[config.mk]
export PLATFORM = sky130hd
export DESIGN_NAME = vga_timing_gen
export DESIGN_NICKNAME = d
export VERILOG_FILES = /design/src/rtl/vga_timing_gen.sv
export SDC_FILE = /design/constraint.sdc
export NUM_CORES = 1
export LEC_CHECK = 0
export ABC_CLOCK_PERIOD_IN_PS = 2190
export BUFFER_PORTS_ARGS = -buffer_cell sky130_fd_sc_hd__buf_4
export CORE_MARGIN = 10
export CORE_UTILIZATION = 53
export CTS_BUF_LIST = sky130_fd_sc_hd__clkbuf_2 sky130_fd_sc_hd__clkbuf_4 sky130_fd_sc_hd__clkbuf_8
export CTS_CLUSTER_SIZE = 16
export DETAILED_ROUTE_END_ITERATION = 6
export PLACE_DENSITY = 0.78
export SYNTH_ARGS = -nofsm -noshare
export SYNTH_HDL_FRONTEND = slang
export SYNTH_SLANG_ARGS = --single-unit
[constraint.sdc]
create_clock -name clk -period 2.19 [get_ports clk]
set_input_delay 0.3285 -clock clk [delete_from_list [all_inputs] [get_ports clk]]
set_output_delay 0.3285 -clock clk [all_outputs]
set_load 0.005 [all_outputs]
[src/rtl/vga_timing_gen.sv]
// 640x480@60 VGA raster timing: pixel-rate divider, h/v position counters,
// active-low syncs, visible-area flag and frame-start strobe, all registered.
module vga_timing_gen #(
  parameter int CLK_DIV   = 4,
  parameter int H_VISIBLE = 640,
  parameter int H_FRONT   = 16,
  parameter int H_SYNC    = 96,
  parameter int H_BACK    = 48,
  parameter int V_VISIBLE = 480,
  parameter int V_FRONT   = 10,
  parameter int V_SYNC    = 2,
  parameter int V_BACK    = 33
) (
  input  logic       clk,
  input  logic       reset_n,
  output logic       pix_en,
  output logic [9:0] hcount,
  output logic [9:0] vcount,
  output logic       hsync,
  output logic       vsync,
  output logic       bright,
  output logic       frame_start
);

  localparam int H_TOTAL = H_VISIBLE + H_FRONT + H_SYNC + H_BACK;
  localparam int V_TOTAL = V_VISIBLE + V_FRONT + V_SYNC + V_BACK;

  localparam logic [9:0] H_LAST     = 10'(H_TOTAL - 1);
  localparam logic [9:0] V_LAST     = 10'(V_TOTAL - 1);
  localparam logic [9:0] H_VIS_END  = 10'(H_VISIBLE);
  localparam logic [9:0] V_VIS_END  = 10'(V_VISIBLE);
  localparam logic [9:0] HS_START   = 10'(H_VISIBLE + H_FRONT);
  localparam logic [9:0] HS_END     = 10'(H_VISIBLE + H_FRONT + H_SYNC);
  localparam logic [9:0] VS_START   = 10'(V_VISIBLE + V_FRONT);
  localparam logic [9:0] VS_END     = 10'(V_VISIBLE + V_FRONT + V_SYNC);
  // Divider holds 0..15, enough for the full 1..16 CLK_DIV range.
  localparam logic [4:0] DIV_LAST   = 5'(CLK_DIV - 1);

  logic [4:0] div_r;
  logic       pix_en_r;
  logic [9:0] hcount_r;
  logic [9:0] vcount_r;
  logic       hsync_r;
  logic       vsync_r;
  logic       bright_r;
  logic       frame_start_r;

  logic [9:0] h_next_s;
  logic [9:0] v_next_s;
  logic       hsync_next_s;
  logic       vsync_next_s;
  logic       bright_next_s;
  logic       frame_start_next_s;

  // Pixel-rate divider and its registered one-clk tick.
  always_ff @(posedge clk) begin
    if (!reset_n) begin
      div_r    <= 5'd0;
      pix_en_r <= 1'b0;
    end else begin
      pix_en_r <= (div_r == DIV_LAST);
      if (div_r == DIV_LAST) begin
        div_r <= 5'd0;
      end else begin
        div_r <= div_r + 5'd1;
      end
    end
  end

  // Next raster position, advancing only on a pixel tick.
  always_comb begin
    h_next_s = hcount_r;
    v_next_s = vcount_r;
    if (pix_en_r) begin
      if (hcount_r == H_LAST) begin
        h_next_s = 10'd0;
        if (vcount_r == V_LAST) begin
          v_next_s = 10'd0;
        end else begin
          v_next_s = vcount_r + 10'd1;
        end
      end else begin
        h_next_s = hcount_r + 10'd1;
        v_next_s = vcount_r;
      end
    end else begin
      h_next_s = hcount_r;
      v_next_s = vcount_r;
    end
  end

  // Decode from the next position so the flags line up with the counters they describe.
  always_comb begin
    hsync_next_s       = !((h_next_s >= HS_START) && (h_next_s < HS_END));
    vsync_next_s       = !((v_next_s >= VS_START) && (v_next_s < VS_END));
    bright_next_s      = (h_next_s < H_VIS_END) && (v_next_s < V_VIS_END);
    frame_start_next_s = pix_en_r && (h_next_s == 10'd0) && (v_next_s == 10'd0);
  end

  // Position and decoded output registers; reset parks at the last position of a frame.
  always_ff @(posedge clk) begin
    if (!reset_n) begin
      hcount_r      <= H_LAST;
      vcount_r      <= V_LAST;
      hsync_r       <= 1'b1;
      vsync_r       <= 1'b1;
      bright_r      <= 1'b0;
      frame_start_r <= 1'b0;
    end else begin
      hcount_r      <= h_next_s;
      vcount_r      <= v_next_s;
      hsync_r       <= hsync_next_s;
      vsync_r       <= vsync_next_s;
      bright_r      <= bright_next_s;
      frame_start_r <= frame_start_next_s;
    end
  end

  assign pix_en      = pix_en_r;
  assign hcount      = hcount_r;
  assign vcount      = vcount_r;
  assign hsync       = hsync_r;
  assign vsync       = vsync_r;
  assign bright      = bright_r;
  assign frame_start = frame_start_r;

endmodule

# Yosys cells after proc, flatten, opt, wreduce, memory -nomap -nowiden
# Index checks and enable logic that the tools add are counted.
dict set report totals {
  inputBits 2
  mem_bits_ro 0
  word_cells 36
  mem_count 0
  ram_bits 0
  latchBits 0
  output_inout_bits 25
  regBits 30
}
dict set report classes {
  n_bitwise 1
  muxes 5
  magnitude_cmp 6
  div 0
  multipliers 0
  add_sub_neg 3
  n_eq_ne 3
  n_reduce_logical 10
  n_shift 0
}
# cell count
set ops {}
lappend ops {{two-way mux 10 bit} 5}
lappend ops {{adder 10 x 1 -> 10 bit (second input constant)} 2}
lappend ops {{== test 10 bit (second input constant)} 2}
lappend ops {{zero test 10 bit} 2}
lappend ops {{less-than comparator 10 bit (second input constant)} 2}
lappend ops {{less-than comparator 10 x 9 -> 1 bit (second input constant)} 2}
lappend ops {{greater-or-equal comparator 10 bit (second input constant)} 1}
lappend ops {{greater-or-equal comparator 10 x 9 -> 1 bit (second input constant)} 1}
lappend ops {{adder 5 x 1 -> 5 bit (second input constant)} 1}
lappend ops {{== test 5 x 2 -> 1 bit (second input constant)} 1}
lappend ops {{logical AND 1 bit} 5}
lappend ops {{zero test 1 bit} 2}
lappend ops {{OR reduction 2 bit} 1}
lappend ops {{inverter 1 bit} 1}

# Longest topological paths before layout
# Gate-level depths: netlist (run 1).
dict set report depth {
  depth_word 7
  mapped_depth 9
  mapped_depth_nobuf 8
}

# Least setup slack after synthesis (run 1)
# OpenSTA, ideal clock, no wires.
dict set report synth_timing {
  kind {register -> register}
  start {reg hcount_r[0] (netlist: hcount[0])}
  end {reg frame_start_r (netlist: frame_start)}
  t_arrival_ps 2371
  path_slack_ps -241
  stages_incl_launch_ff 9
  period_less_slack_ps 2431
  setup_time_ps 60
  path_buffers 1
  required_time_ps 2130
  cell_sequence {dfxtp_1 ha_1 nand4bb_4 or4_4 buf_6 or3_1 mux2i_1 nor3b_2 o2111a_1}
}
dict set report synth_via {
  elab_chain_len 6
  word_cells_on_any_way 10
  classes_between {add/sub: 1; eq/ne: 1; mux: 4; reduce/logical: 4}
}
# element line_no
set synth_lines {}
lappend synth_lines {{from (decl)} 41} ;# logic [9:0] hcount_r;
lappend synth_lines {{from (signal assigned)} 110} ;# hcount_r <= h_next_s;
lappend synth_lines {{adder 10 x 1 -> 10 bit / == test 10 bit (equally long branches)} {83, 75}}
lappend synth_lines {{two-way mux 10 bit} 75} ;# if (hcount_r == H_LAST) begin
lappend synth_lines {{two-way mux 10 bit} 74} ;# if (pix_en_r) begin
lappend synth_lines {{zero test 10 bit} 97} ;# frame_start_next_s = pix_en_r && (h_next_s == 10'd0) && (v_next_s == 10'd0);
lappend synth_lines {{logical AND 1 bit} 97}
lappend synth_lines {{logical AND 1 bit *} 97}
lappend synth_lines {{to (signal assigned)} 115} ;# frame_start_r <= frame_start_next_s;
lappend synth_lines {{to (decl)} 46} ;# logic frame_start_r;
# Every way passes the cells marked *; elsewhere a longest branch is shown, timed or not.
# A chain may end at the register's enable or synchronous reset.

# Final worst setup path (run 1)
# Same ends and word-level chain as after synthesis.

==> results of run 1 <==
state kept, by name, indices dropped and copies added, names as in the netlist:
register     count
hcount          10
vcount          10
div_r            5
bright           1
frame_start      1
hsync            1
pix_en           1
vsync            1
stage by stage:
step,std cells,hold slack [ns]
2_1_floorplan,216,0.417
3_3_place_gp,306,0.432
3_5_place_dp,306,0.446
4_1_cts,315,0.223
5_1_grt,315,0.246
6_report,315,0.244
kinds of logic (layout without fill, tap and decap cells):
family / Yosys count / in the layout / share of synthesized area
AOI/OAI and AO/OA: 37 / 37 / 0.134
xor gates and xnor gates: 15 / 15 / 0.0741
adders and majority gates: 4 / 4 / 0.0282
buffers and inverters: 22 / 77 / 0.0579
DFF: 30 / 30 / 0.339
muxes: 5 / 5 / 0.0296
and+or+nand+nor: 103 / 103 / 0.337
per-layer routing:
| metal | global-route usage | routed length [um] | vias to the layer above |
|---|---|---|---|
| met5 | 0 | 0 | - |
| met4 | 0.0547 | 188 | 0 |
| met3 | 0.0622 | 478 | 24 |
| met2 | 0.275 | 2510 | 88 |
| met1 | 0.217 | 2270 | 893 |
| li1 | - | - | 900 |
power by group:
group / switching, mW / internal, mW / leakage (nW)
logic: 0.107 / 0.0920 / 0.700
registers: 0.0121 / 0.559 / 0.243
clock network: 0.208 / 0.386 / 0.0585
total: 0.327 / 1.04 / 1.00
worst paths after layout:
check                 start  depth (start not counted)  slack (ns)           to
setup / recovery  hcount[0]                          9       -0.01  frame_start
hold / removal      reset_n                          2        0.24    hcount[4]
setup reg to reg  hcount[0]                          9       -0.01  frame_start
hold reg to reg    div_r[0]                          1        0.46     div_r[0]
cell usage after synthesis, types with 3 or more instances:
cell type  number
dfxtp_1        30
nand2_1        19
nor2_1         17
o21ai_0        13
clkbuf_1       10
nand3_1        10
nor3_1          9
xnor2_1         9
nand4_1         7
a21oi_1         6
inv_1           6
nor4_1          6
xor2_1          6
and2_1          5
and4_1          5
and3_1          4
buf_2           4
ha_1            4
o31ai_1         4
mux2i_1         3
nand2b_1        3
or3_1           3
what timing repair did:
action	CTS	global route
gates cloned	0	0
pin swaps	1	2
buffers inserted	1	0
endpoints found under the setup margin	2	5
resized for setup	4	14
cell type report:
| class | count | area (um2) |
|---|---|---|
| Timing Repair Buffer | 63 | 485 |
| Tap cell | 44 | 55.1 |
| Clock buffer | 6 | 51.3 |
| Multi-Input combinational cell | 164 | 1190 |
| Inverter | 6 | 22.5 |
| Fill cell | 218 | 659 |
| Clock inverter | 2 | 60.1 |
| Sequential cell | 30 | 608 |
==> flow_summary.json, run 1 <==
{
  "status": "complete, but fails checks",
  "violations": "negative setup slack",
  "power_leakage_nw": 1.00,
  "synth-seq-cells": 30,
  "drt_wl_total_um": 5450,
  "skew_ns": 0.0136,
  "synth_edf_count": 0,
  "p_per_area_mw_per_mm2": 552,
  "critPathBufInv": 2,
  "grt_max_degree": 14,
  "drc_errors": 0,
  "worstMarginPinSlew_ns": 0.329,
  "yosysSeqAreaShare": 0.339,
  "critPathMostFrequentCell": "buf_4",
  "core-area_mm2": 0.00313,
  "synth_area_mm2": 0.00177,
  "relSlewSlack": 0.779,
  "required_ns": 2.48,
  "drt_iter0_drc": 184,
  "worstPathArrival_ns": 2.49,
  "max_freq_mhz": 454,
  "critPathLaunchType": "flip-flop",
  "detail_route.vias_per_cell": 6.05,
  "place_area_mm2": 0.00225,
  "final_area_mm2": 0.00247,
  "p_total_mw": 1.36,
  "holdBufCountCts": 0,
  "layout-drive-gt1-share": 0.358,
  "n_antenna_cell": 0,
  "track_usage": 0.175,
  "grt_pass1_vias": 1728,
  "fin_ws_ns": -0.0109,
  "setup_violations": 1,
  "rsz0062_at_grt": "yes",
  "grt_pass1_wl_um": 8640,
  "crit_path_max_fanout": 4,
  "die_w_um": 77.8,
  "yosys-top-cells-area": "dfxtp_1, xnor2_1, nand2_1",
  "clk_pin_slew_ns": 0.09,
  "drtAntennaViolNets": 0,
  "cts_max_level": 2,
  "gp_congestion": 0.955,
  "place_hpwl_um": 3930,
  "drtPass1Iterations": 5,
  "wl_per_cell_um": 17.3,
  "layout_min_cycle_time_ns": 2.20,
  "hold_path.class": "in2reg",
  "syn_nets": 222,
  "synth_cell_types": 46,
  "die_y_um": 77.8,
  "crit_type": "reg2reg",
  "slowest_delay_ns": 0.37,
  "insertion_delay_ns": 0.35,
  "cp-end-kind": "flip-flop",
  "peakVddDrop_mv": 0.527,
  "root_buffer": "clkbuf_4",
  "cts_made_buffers": 5,
  "synth_ff_type": "dfxtp_1",
  "synthArstFlopShare": 0,
  "area_growth_pct": 39.2,
  "dieArea_mm2": 0.00606,
  "crit_slowest_cell": "dfxtp_4",
  "final_cell_mix": "buf_4, dfxtp_1, nand2_1, nor2_1, o21ai_0",
  "maxSlewViolCount": 0,
  "synth_top_area_frac": 0.339,
  "rows": 20,
  "pin_count": 27,
  "cp_cell_sequence": "ha_4 > nand4bb_4 > buf_4 > nor4_4 > buf_4 > o21ai_0 > a211o_1 > nor3b_4 > o2111a_1",
  "routed-via-count": 1905,
  "antenna_found_initial": 0,
  "yosysTopAreaCell": "dfxtp_1",
  "clockBufferDepth": 2,
  "syn_avg_cell_area_um2": 8.21,
  "nets": 276,
  "final_hold_viol_count": 0,
  "period_share": 1.00,
  "cts_tree": "done",
  "synth_cells": 216,
  "layout_commonest_cell": "buf_4",
  "io_buffers": 26,
  "ys_warn_count": 0,
  "critPathTopFamily": "compound AO/OA/AOI/OAI gates",
  "post-route-util": 0.789,
  "overflow": 0,
  "fin_tns_setup_ns": -0.0109,
  "cts_sinks": 30,
  "start_util": 0.567,
  "preCtsSetupSlack_ns": -0.0571,
  "cap_viol_max_count": 0
}
(Power assumes the default switching activity.)
==> run 2, diff against run 1 <==
--- a/config.mk
+++ b/config.mk
@@ -13,6 +13,7 @@
 export CTS_CLUSTER_SIZE = 16
 export DETAILED_ROUTE_END_ITERATION = 6
 export PLACE_DENSITY = 0.78
+export SKIP_CTS_REPAIR_TIMING = 1
 export SYNTH_ARGS = -nofsm -noshare
 export SYNTH_HDL_FRONTEND = slang
 export SYNTH_SLANG_ARGS = --single-unit
==> run 2 against run 1 <==
The run still ends with negative setup slack left. Register-to-register slack worse by 0.06 ns. Sequential power about the same. Highest routed layer unchanged. Clock skew fell by 0.0058 ns. Maximum frequency is 2.8% lower. Final area decreased by 2.8%. Clock power is essentially flat. Critical endpoint unchanged. Worst hold slack lost 0.0094 ns. Cell count unchanged.
==> flow_summary.json, run 2 (synthesis results as in run 1) <==
{
  "max_freq_mhz": 442,
  "cts_sinks": 30,
  "hold_path.class": "in2reg",
  "cts_made_buffers": 5,
  "place_area_mm2": 0.00225,
  "required_ns": 2.48,
  "place_hpwl_um": 3930,
  "dieArea_mm2": 0.00606,
  "grt_pass1_vias": 1713,
  "fin_ws_ns": -0.0736,
  "preCtsSetupSlack_ns": -0.0571,
  "status": "complete, but fails checks",
  "pin_count": 27,
  "overflow": 0,
  "antenna_found_initial": 0,
  "maxSlewViolCount": 0,
  "layout_commonest_cell": "buf_4",
  "root_buffer": "clkbuf_4",
  "rows": 20,
  "r2r-start": "hcount[0]",
  "core-area_mm2": 0.00313,
  "detail_route.vias_per_cell": 5.92,
  "n_antenna_cell": 0,
  "hold_ws_ns": 0.235,
  "skew_ns": 0.00783,
  "track_usage": 0.172,
  "critPathLaunchType": "flip-flop",
  "drt-met1-wl_um": 2200,
  "wl_met2_um": 2480,
  "final_area_mm2": 0.00240,
  "area_growth_pct": 35.3,
  "setup_violations": 3,
  "gp_congestion": 0.955,
  "final_cell_mix": "buf_4, dfxtp_1, nand2_1, nor2_1, o21ai_0",
  "peakVddDrop_mv": 0.528,
  "cts_tree": "done",
  "met3_wirelength_um": 449,
  "layout_min_cycle_time_ns": 2.26,
  "start_util": 0.567,
  "cp-end-kind": "flip-flop",
  "final_hold_viol_count": 0,
  "drc_errors": 0,
  "clk_pin_slew_ns": 0.10,
  "nets": 276,
  "cap_viol_max_count": 0,
  "routed-via-count": 1865,
  "drt_wl_total_um": 5220,
  "crit_path_start": "hcount[0]",
  "rsz0062_at_grt": "yes",
  "hold_start": "reset_n",
  "clockBufferDepth": 2,
  "wl_per_cell_um": 16.6,
  "io_buffers": 26,
  "grt_pass1_wl_um": 8510,
  "relSlewSlack": 0.768,
  "die_y_um": 77.8,
  "p_per_area_mw_per_mm2": 563,
  "drtPass1Iterations": 5,
  "top_layer_used": "met4",
  "insertion_delay_ns": 0.35,
  "die_w_um": 77.8,
  "drt_iter0_drc": 228,
  "crit_type": "reg2reg",
  "cts_max_level": 2,
  "worstPathArrival_ns": 2.55,
  "power_leakage_nw": 0.981,
  "drtAntennaViolNets": 0,
  "crit_path_max_fanout": 5,
  "fin_tns_setup_ns": -0.117,
  "grt_max_degree": 14,
  "worstMarginPinSlew_ns": 0.344,
  "violations": "negative setup slack",
  "layout-drive-gt1-share": 0.321,
  "period_share": 1.03
}
## run 2: routing by layer
metal / track usage / vias up
li1: - / 896
met1: 0.215 / 883
met2: 0.269 / 75
met3: 0.0622 / 11
met4: 0.0547 / 0
met5: 0 / -
## run 2: worst max-delay path, stage by stage, from the launching register on
cell,delay [ns]
dfxtp_4,0.37
ha_4,0.14
nand4bb_4,0.11
or4_4,0.47
or3_1,0.42
mux2i_2,0.23
nor3b_4,0.24
o2111a_1,0.22
## run 2: where the power goes
part / internal [mW] / switching [mW] / leakage (nW)
sequential: 0.559 / 0.0118 / 0.243
clock: 0.386 / 0.205 / 0.0585
combinational: 0.0888 / 0.0993 / 0.680
## run 2: final timing paths
path | endpoint | slack, ns | cells past startpoint
max | frame_start | -0.07 | 7
min | hcount[4] | 0.23 | 2
max reg2reg | frame_start | -0.07 | 7
min reg2reg | div_r[0] | 0.46 | 1
## run 2: area by class of cell
class / instances / area (um2)
tap: 44 / 55.1
timing repair buffer: 63 / 485
inverter: 6 / 22.5
clock inverter: 2 / 60.1
multi-input combinational: 164 / 1120
fill: 236 / 729
sequential: 30 / 608
clock buffer: 6 / 51.3
## run 2: metrics by stage
stage | total power [mW] | util | instances
floorplan | 0.688 | - | 216
global placement | 0.756 | 0.719 | 306
detailed placement | 0.761 | 0.719 | 306
CTS | 1.35 | 0.754 | 314
global route | 1.40 | 0.767 | 315
finish | 1.35 | 0.767 | 315
==> run 3, diff against run 2 <==
--- a/config.mk
+++ b/config.mk
@@ -8,11 +8,10 @@
 export ABC_CLOCK_PERIOD_IN_PS = 2190
 export BUFFER_PORTS_ARGS = -buffer_cell sky130_fd_sc_hd__buf_4
 export CORE_MARGIN = 10
-export CORE_UTILIZATION = 53
+export CORE_UTILIZATION = 25
 export CTS_BUF_LIST = sky130_fd_sc_hd__clkbuf_2 sky130_fd_sc_hd__clkbuf_4 sky130_fd_sc_hd__clkbuf_8
 export CTS_CLUSTER_SIZE = 16
 export DETAILED_ROUTE_END_ITERATION = 6
-export PLACE_DENSITY = 0.78
 export SKIP_CTS_REPAIR_TIMING = 1
 export SYNTH_ARGS = -nofsm -noshare
 export SYNTH_HDL_FRONTEND = slang
==> run 3 against run 2 <==
Cell count increased by 16%. Register-to-register slack improved by 0.11 ns. Sequential share of layout area fell by 0.13 points. Maximum frequency grew 5.2%. Global-route usage is 7.4 points lower. Critical path depth unchanged. Clock-buffer cell count rose by 1. Worst hold slack better by 0.057 ns. The run now ends clean. Clock power decreased by 16%. First-iteration DRC count down 58%. Combinational power is 7% lower. Power decreased by 7.9%.
==> flow_summary.json, run 3 (synthesis results as in run 1) <==
{
  "clk_pin_slew_ns": 0.07,
  "nets": 273,
  "status": "complete, no violations",
  "crit_path_max_fanout": 5,
  "drtAntennaViolNets": 0,
  "root_buffer": "clkbuf_8",
  "critPathBufInv": 0,
  "drc_errors": 0,
  "required_ns": 2.34,
  "crit_type": "reg2reg",
  "insertion_delay_ns": 0.30,
  "clockBufferDepth": 2,
  "critPathLaunchType": "flip-flop",
  "layout_min_cycle_time_ns": 2.15,
  "n_antenna_cell": 0,
  "final_hold_viol_count": 0,
  "maxSlewViolCount": 0,
  "cap_viol_max_count": 0,
  "die_y_um": 104,
  "area_growth_pct": 36.0,
  "p_per_area_mw_per_mm2": 516,
  "final_cell_mix": "buf_4, dfxtp_1, nand2_1, nor2_1, o21ai_0",
  "period_share": 0.982,
  "skew_ns": 0.0107,
  "dp.cells": 356,
  "nFillCells": 742,
  "die_w_um": 104,
  "dieArea_mm2": 0.0109,
  "max_freq_mhz": 465,
  "worstPathArrival_ns": 2.30,
  "rsz0062_at_grt": "yes",
  "routed-via-count": 1837,
  "pin_count": 27,
  "hold_path.class": "in2reg",
  "drt_wl_total_um": 5460,
  "cts_made_buffers": 5,
  "power_leakage_nw": 0.969,
  "cts_tree": "done",
  "relSlewSlack": 0.765,
  "hold_ws_ns": 0.291,
  "cp_cell_sequence": "ha_4 > nand4bb_4 > or4_4 > or3_1 > mux2i_1 > nor3b_2 > o211ai_1",
  "cts_sinks": 30,
  "peakVddDrop_mv": 0.296,
  "io_buffers": 26,
  "wl_per_cell_um": 15.0,
  "rows": 30,
  "cts_max_level": 2,
  "start_util": 0.260,
  "drtPass1Iterations": 4,
  "grt_pass1_vias": 1734,
  "slowest_delay_ns": 0.46,
  "drt_iter0_drc": 96,
  "critPathTopFamily": "simple AND/OR/NAND/NOR gates",
  "post-route-util": 0.353,
  "crit_slowest_cell": "or4_4",
  "track_usage": 0.0982,
  "cp-end-kind": "flip-flop",
  "overflow": 0,
  "layout-drive-gt1-share": 0.317,
  "grt_pass1_wl_um": 8880,
  "worstMarginPinSlew_ns": 0.350,
  "place_hpwl_um": 4060,
  "layout_commonest_cell": "buf_4",
  "antenna_found_initial": 0,
  "gp_congestion": 0.886,
  "core-area_mm2": 0.00683,
  "setup_violations": 0,
  "grt_max_degree": 14,
  "detail_route.vias_per_cell": 5.05,
  "final_cells": 364
}
==> run 3: where the power goes <==
group | switching, mW | total (mW) | internal, mW
logic | 0.0926 | 0.175 | 0.0825
clock network | 0.231 | 0.497 | 0.266
registers | 0.0120 | 0.571 | 0.559
==> run 3: metrics by stage <==
stage / instance area, um2 / TNS [ns] / power, mW / worst slack [ns]
5_1_grt: 2410 / -0.0910 / 1.29 / -0.0540
4_1_cts: 2380 / 0 / 1.25 / 0.0248
3_5_place_dp: 2290 / 0 / 0.756 / 0.0435
3_3_place_gp: 2290 / 0 / 0.755 / 0.0709
2_1_floorplan: 1810 / 0 / 0.688 / 0.00165
6_report: 2410 / 0 / 1.24 / 0.0390
==> run 3: path summary, 6_finish.rpt <==
check             slack [ns]   endpoint  cells after the start  startpoint
hold reg to reg         0.45   div_r[0]                      1    div_r[0]
hold / removal          0.29  hcount[9]                      2     reset_n
setup / recovery        0.04      vsync                      7   hcount[0]
setup reg to reg        0.04      vsync                      7   hcount[0]
==> run 3: final cells by class <==
class | instances | area (um2) | area share
multi-input cells | 164 | 1110 | 0.462
well taps | 96 | 120 | 0.0498
clock inverters | 1 | 5.00 | 0.00208
flip-flops and latches | 30 | 608 | 0.252
repair buffers | 60 | 450 | 0.187
clock buffers | 7 | 90.1 | 0.0374
inverters | 6 | 22.5 | 0.00934
==> run 3: metal layers <==
layer | part of all wire | track usage | vias to the layer above
met5 | 0 | 0 | -
met4 | 0.019 | 0.0298 | 0
met3 | 0.081 | 0.0353 | 15
met2 | 0.45 | 0.153 | 69
met1 | 0.44 | 0.123 | 864
li1 | - | - | 889
